[config.mk]
export PLATFORM = sky130hd
export DESIGN_NAME = tick_scheduler
export DESIGN_NICKNAME = d
export VERILOG_FILES = /design/src/rtl/tick_sched_pkg.sv /design/src/rtl/tick_channel.sv /design/src/rtl/tick_scheduler.sv
export SDC_FILE = /design/constraint.sdc
export NUM_CORES = 1
export LEC_CHECK = 0
export ABC_AREA = 1
export BUFFER_PORTS_ARGS = -buffer_cell sky130_fd_sc_hd__buf_2
export CAP_MARGIN = 10
export CORE_UTILIZATION = 65
export CTS_BUF_LIST = sky130_fd_sc_hd__clkbuf_4 sky130_fd_sc_hd__clkbuf_8
export DETAILED_ROUTE_END_ITERATION = 10
export HOLD_SLACK_MARGIN = 0.05
export PLACE_DENSITY = 0.83
export SKIP_LAST_GASP = 1
export SLEW_MARGIN = 20
export SYNTH_ARGS = -nofsm -noshare
export SYNTH_HDL_FRONTEND = slang
export SYNTH_SLANG_ARGS = --single-unit
[constraint.sdc]
create_clock -name sysclk -period 2.3 [get_ports sysclk]
set_input_delay 0.115 -clock sysclk [delete_from_list [all_inputs] [get_ports sysclk]]
set_output_delay 0.115 -clock sysclk [all_outputs]
set_load 0.005 [all_outputs]
[src/rtl/tick_sched_pkg.sv]
// Shared types and default constants for the tick scheduler.
// Channel states and the Basys 3 clock defaults live here so the top and channels agree.
package tick_sched_pkg;

    localparam int unsigned DefaultSysHz = 100_000_000;
    localparam int unsigned DefaultCntW  = 27;

    typedef enum logic [1:0] {
        IDLE,
        ARMED,
        RUN
    } ch_state_t;

endpackage

[src/rtl/tick_channel.sv]
// One tick channel: IDLE/ARMED/RUN state, latched divisor and a down counter.
// The first tick lands on the epoch-zero cycle; later ticks follow every div cycles.
module tick_channel
    import tick_sched_pkg::*;
#(
    parameter int unsigned CNT_W = DefaultCntW
) (
    input  logic             sysclk,
    input  logic             rst,
    input  logic             epoch_zero_next,
    input  logic             load,
    input  logic             load_en,
    input  logic [CNT_W-1:0] load_div,
    output logic             tick,
    output logic             active
);

    ch_state_t        state_q, state_d;
    logic [CNT_W-1:0] div_q, div_d;
    logic [CNT_W-1:0] cnt_q, cnt_d;

    always_ff @(posedge sysclk) begin
        if (rst) begin
            state_q <= IDLE;
            div_q   <= '0;
            cnt_q   <= '0;
        end else begin
            state_q <= state_d;
            div_q   <= div_d;
            cnt_q   <= cnt_d;
        end
    end

    always_comb begin
        state_d = state_q;
        div_d   = div_q;
        cnt_d   = cnt_q;

        case (state_q)
            IDLE: begin
                state_d = IDLE;
            end
            ARMED: begin
                if (epoch_zero_next) begin
                    state_d = RUN;
                    cnt_d   = '0;
                end
            end
            RUN: begin
                // cnt_q counts cycles remaining until the next tick.
                if (cnt_q == '0) begin
                    cnt_d = div_q - CNT_W'(1);
                end else begin
                    cnt_d = cnt_q - CNT_W'(1);
                end
            end
            default: begin
                state_d = IDLE;
            end
        endcase

        // A load overrides whatever the channel was doing.
        if (load) begin
            if (load_en) begin
                div_d = load_div;
                if (epoch_zero_next) begin
                    state_d = RUN;
                    cnt_d   = '0;
                end else begin
                    state_d = ARMED;
                end
            end else begin
                state_d = IDLE;
            end
        end
    end

    assign tick   = (state_q == RUN) && (cnt_q == '0);
    assign active = (state_q == RUN);

endmodule

[src/rtl/tick_scheduler.sv]
// Multi-channel clock-enable scheduler: shared epoch counter, config handshake and error check.
// Every output is decoded from registers and forced low while rst is high.
module tick_scheduler
    import tick_sched_pkg::*;
#(
    parameter int unsigned NUM_CH = 4,
    parameter int unsigned SYS_HZ = DefaultSysHz,
    parameter int unsigned CNT_W  = DefaultCntW,
    localparam int unsigned CH_W  = (NUM_CH > 1) ? $clog2(NUM_CH) : 1
) (
    input  logic              sysclk,
    input  logic              rst,
    input  logic              cfg_valid,
    output logic              cfg_ready,
    input  logic [CH_W-1:0]   cfg_ch,
    input  logic [CNT_W-1:0]  cfg_div,
    input  logic              cfg_en,
    output logic              cfg_err,
    output logic [NUM_CH-1:0] tick,
    output logic [NUM_CH-1:0] ch_active,
    output logic              sec_tick
);

    localparam int unsigned EP_W = (SYS_HZ > 1) ? $clog2(SYS_HZ) : 1;
    localparam logic [EP_W-1:0] EpLast = EP_W'(SYS_HZ - 1);

    logic [EP_W-1:0]   epoch_q, epoch_d;
    logic              epoch_last;
    logic              commit_q;
    logic              err_q;
    logic              accept;
    logic              req_bad;
    logic [NUM_CH-1:0] load;
    logic [NUM_CH-1:0] tick_raw;
    logic [NUM_CH-1:0] active_raw;

    assign epoch_last = (epoch_q == EpLast);
    assign epoch_d    = epoch_last ? '0 : epoch_q + EP_W'(1);

    // Ready is low for the commit cycle that follows each accept.
    assign cfg_ready = ~rst & ~commit_q;
    assign accept    = cfg_valid & cfg_ready;
    assign req_bad   = (32'(cfg_ch) >= NUM_CH) | (cfg_en & (cfg_div == '0));

    always_ff @(posedge sysclk) begin
        if (rst) begin
            epoch_q  <= '0;
            commit_q <= 1'b0;
            err_q    <= 1'b0;
        end else begin
            epoch_q  <= epoch_d;
            commit_q <= accept;
            err_q    <= accept & req_bad;
        end
    end

    always_comb begin
        load = '0;
        for (int i = 0; i < NUM_CH; i++) begin
            load[i] = accept & ~req_bad & (32'(cfg_ch) == i);
        end
    end

    for (genvar g = 0; g < NUM_CH; g++) begin : g_ch
        tick_channel #(
            .CNT_W(CNT_W)
        ) u_ch (
            .sysclk          (sysclk),
            .rst             (rst),
            .epoch_zero_next (epoch_last),
            .load            (load[g]),
            .load_en         (cfg_en),
            .load_div        (cfg_div),
            .tick            (tick_raw[g]),
            .active          (active_raw[g])
        );
    end

    assign tick      = tick_raw & {NUM_CH{~rst}};
    assign ch_active = active_raw & {NUM_CH{~rst}};
    assign sec_tick  = epoch_last & ~rst;
    assign cfg_err   = err_q & ~rst;

endmodule

==> results.ini <==
[outcome]
status = complete, but fails checks
violations = setup timing

[worst_setup_path]
crit_fanout = 21
start_kind = input port
endpoint = g_ch[1].u_ch.div_q[2]
r2r_setup_slack_ns = -0.08
worstReg2RegEnd = g_ch[2].u_ch.cnt_q[19]
cp.required_ns = 2.78
criticalPathCategory = input port to flip-flop
worst_r2r_path_depth = 16
crit_start = cfg_div[17]
r2r-start = g_ch[2].u_ch.cnt_q[1]
worstPathArrival_ns = 2.89
endpoint_kind = flip-flop

[route]
antenna_left = 0
drc_errors = 0
met1Wirelength_um = 20000
dr_wl_met3_um = 4980
met2_length_um = 22200
wl_per_cell_um = 17.5
via_per_inst = 5.82
drt_wl_total_um = 50300
dr_total_vias = 16700
dr.max_layer_used = met4
drt_iter0_markers = 1733
dr.pass1.iters = 6

[clocking]
h-tree-depth = 2
path_clk_slew_ns = 0.07
cts_made_buffers = 43
cts-root-buf = clkbuf_8
cts_tree = yes
cts_sinks = 253
cts.path.max_buffers = 3
insertion_delay_ns = 0.57

[placement]
gp_congestion = 0.970
portBuffers = 43
dp_slack_ns = -0.331
dp_hpwl_um = 32600
dpl_cell_area_um2 = 16200

[layout]
fin_nets = 2580
num-fill-cells = 1550
layout-drive-gt1-share_pct = 24.5
final_util_pct = 81.9
syn_to_final_growth_pct = 22.6
stdcell_area_um2 = 18700

[synthesis]
yosys_register_bits = 253
synth_edf_count = 0
synth_cell_types = 53
yosys_warnings = 0
ys_seq_area_share_pct = 33.3
syn_nets = 2407
netlist_instances = 2361
async_reset_ff_share_pct = 0
netlist_area_um2 = 15200
avgSynthCellArea_um2 = 6.45
synth_ff_type = dfxtp_1

[floorplan]
io_pins = 44
start_util_pct = 66.8
design.core.area_um2 = 22800
die_w_um = 155
rows = 55
die_h_um = 155
fp.dieArea_um2 = 24000

[sta]
hold_viol = 0
worst_pin_slew_ns = 1.14
fmax_mhz = 417
slew_violations = 0
layout_setup_ws_ns = -0.101
fin_crit_sh_pct = 104
post-route-min-period_ns = 2.40
finalSetupViolCount = 76
maxSlewHeadroom_pct = 23.1
grt_setup_unrepaired = true
clock_skew_ns = 0.0336

[grt]
grt_antenna_before_repair = 2
grt_pass1_vias = 15000
grt_use_total_pct = 39.2
overflow = 0
grt_max_degree = 74
grt_first_pass_wirelength_um = 75500

[worst_hold_path]
hold_path_class = input port to flip-flop
hold_depth = 4

[job]
drv_cap = 0

[pwr]
powerDensity_nw_per_um2 = 569
power_leakage_nw = 8.51
irDropWorstVdd_mv = 0.579

==> layout by cell type, fill, tap and decap left out, drive strengths merged, types with 2 or more instances in the layout <==
cell and n:
nand2 605, nor2 332, inv 324, dfxtp 253
a21oi 241, nand3 222, buf 176, o21ai 134
clkbuf 66, nand4 46, dlygate4sd3 32, nor3 29
o21bai 19, xor2 15, ha 13, o22ai 9
nor4 9, clkinv 8, a221oi 4, nand3b 4
bufinv 3, and2 3, o211ai 2, nor3b 2
o21a 2, xnor2 2, a22oi 2, a21o 2
==> area by class of cell <==
cell class              instances  area [µm²]  share of cell area [%]
inverters                     325        1230                    6.58
flip-flops and latches        253        5100                    27.3
clock inverters                10         125                   0.670
clock buffers                  64         818                    4.38
diodes                          1        2.50                  0.0134
well taps                     313         392                    2.10
multi-input cells            1701        9160                    49.0
repair buffers                210        1840                    9.87
==> stage by stage <==
step	power [mW]	TNS (ns)	instances	hold slack, ns
after global placement	5.88	-44.96	2730	0.428
final	10.6	-2.59	2877	0.0965
after global routing	11.0	-6.48	2877	0.0901
after floorplan	5.48	0	2361	0.264
after detailed placement	5.90	-27.19	2730	0.444
after CTS	10.4	-0.0312	2841	0.0586
==> cell usage after synthesis (4+ instances only) <==
cell / number / share of area, %
inv_1: 279 / 6.9
nand4_1: 43 / 1.8
dfxtp_1: 253 / 33
nand2_4: 7 / 0.52
a21oi_1: 211 / 6.9
inv_2: 45 / 1.1
buf_4: 8 / 0.39
nor2_4: 12 / 0.89
buf_2: 28 / 0.92
clkbuf_1: 27 / 0.67
o22ai_1: 9 / 0.37
buf_6: 16 / 1.2
nor2_1: 278 / 6.9
nor2_2: 38 / 1.6
a21oi_2: 30 / 1.7
o21ai_0: 112 / 3.7
a221oi_1: 4 / 0.23
ha_1: 13 / 1.1
nor3_1: 20 / 0.66
o21bai_1: 12 / 0.59
o21ai_2: 4 / 0.23
nand2_1: 571 / 14
nand2_2: 27 / 1.1
o21bai_2: 7 / 0.52
nor3_2: 6 / 0.39
xor2_1: 15 / 0.86
o21ai_1: 17 / 0.56
nand3_1: 203 / 6.7
nor4_1: 6 / 0.25
nand3_2: 16 / 1.1
==> registers in the layout, summed over array words and instances, names as in the netlist <==
signal,cells
g_ch.u_ch.cnt_q,108
g_ch.u_ch.div_q,108
epoch_q,27
g_ch.u_ch.state_q,8
commit_q,1
err_q,1
==> worst min-delay path by stage <==
stage	from	end	slack [ns]
after detailed placement	epoch_q[0]	epoch_q[0]	0.44
after CTS	cfg_en	g_ch[2].u_ch.div_q[24]	0.06
after global routing	cfg_en	g_ch[2].u_ch.div_q[24]	0.09
final	cfg_en	g_ch[2].u_ch.div_q[24]	0.1
after floorplan	cfg_valid	err_q	0.26
after global placement	epoch_q[0]	epoch_q[0]	0.43
==> layer usage <==
layer  vias up  track usage (%)
met1      7631             52.5
met2       943             60.2
met3       230             6.02
li1       7940                -
met4         0             22.7
met5         -                0
==> critical path, cell delays in order <==
cell and delay [ns]:
dlygate4sd3_1 0.57, buf_2 0.14, nor2_1 0.23, nand3_2 0.16
nor4_4 0.25, nand4_1 0.27, nand2_2 0.24, buf_6 0.15
nor3_4 0.07, nand2_2 0.14, buf_6 0.21, o21ai_0 0.14
a21oi_1 0.20
==> what timing repair did <==
item | 4_1_cts | 5_1_grt
hold buffers | 32 | 0
gates cloned | 0 | 4
pin swaps | 6 | 84
endpoints found under the setup margin | 11 | 180
buffers inserted | 6 | 31
resized for setup | 10 | 247
endpoints found under the hold margin | 88 | 0
==> power by group <==
group / switching, mW / internal, mW / leakage [nW]
Combinational: 1.06 / 0.582 / 5.95
Sequential: 0.0222 / 4.42 / 2.06
Clock: 1.94 / 2.61 / 0.504
==> kinds of logic after synthesis <==
logic type	share of synthesized area, %
buffers and inverters	11.3
and+or+nand+nor	37.8
xor gates and xnor gates	0.978
DFF	33.3
adders and majority gates	1.07
AOI/OAI and AO/OA	15.5
Note: power is estimated with default switching activity, not from simulation.
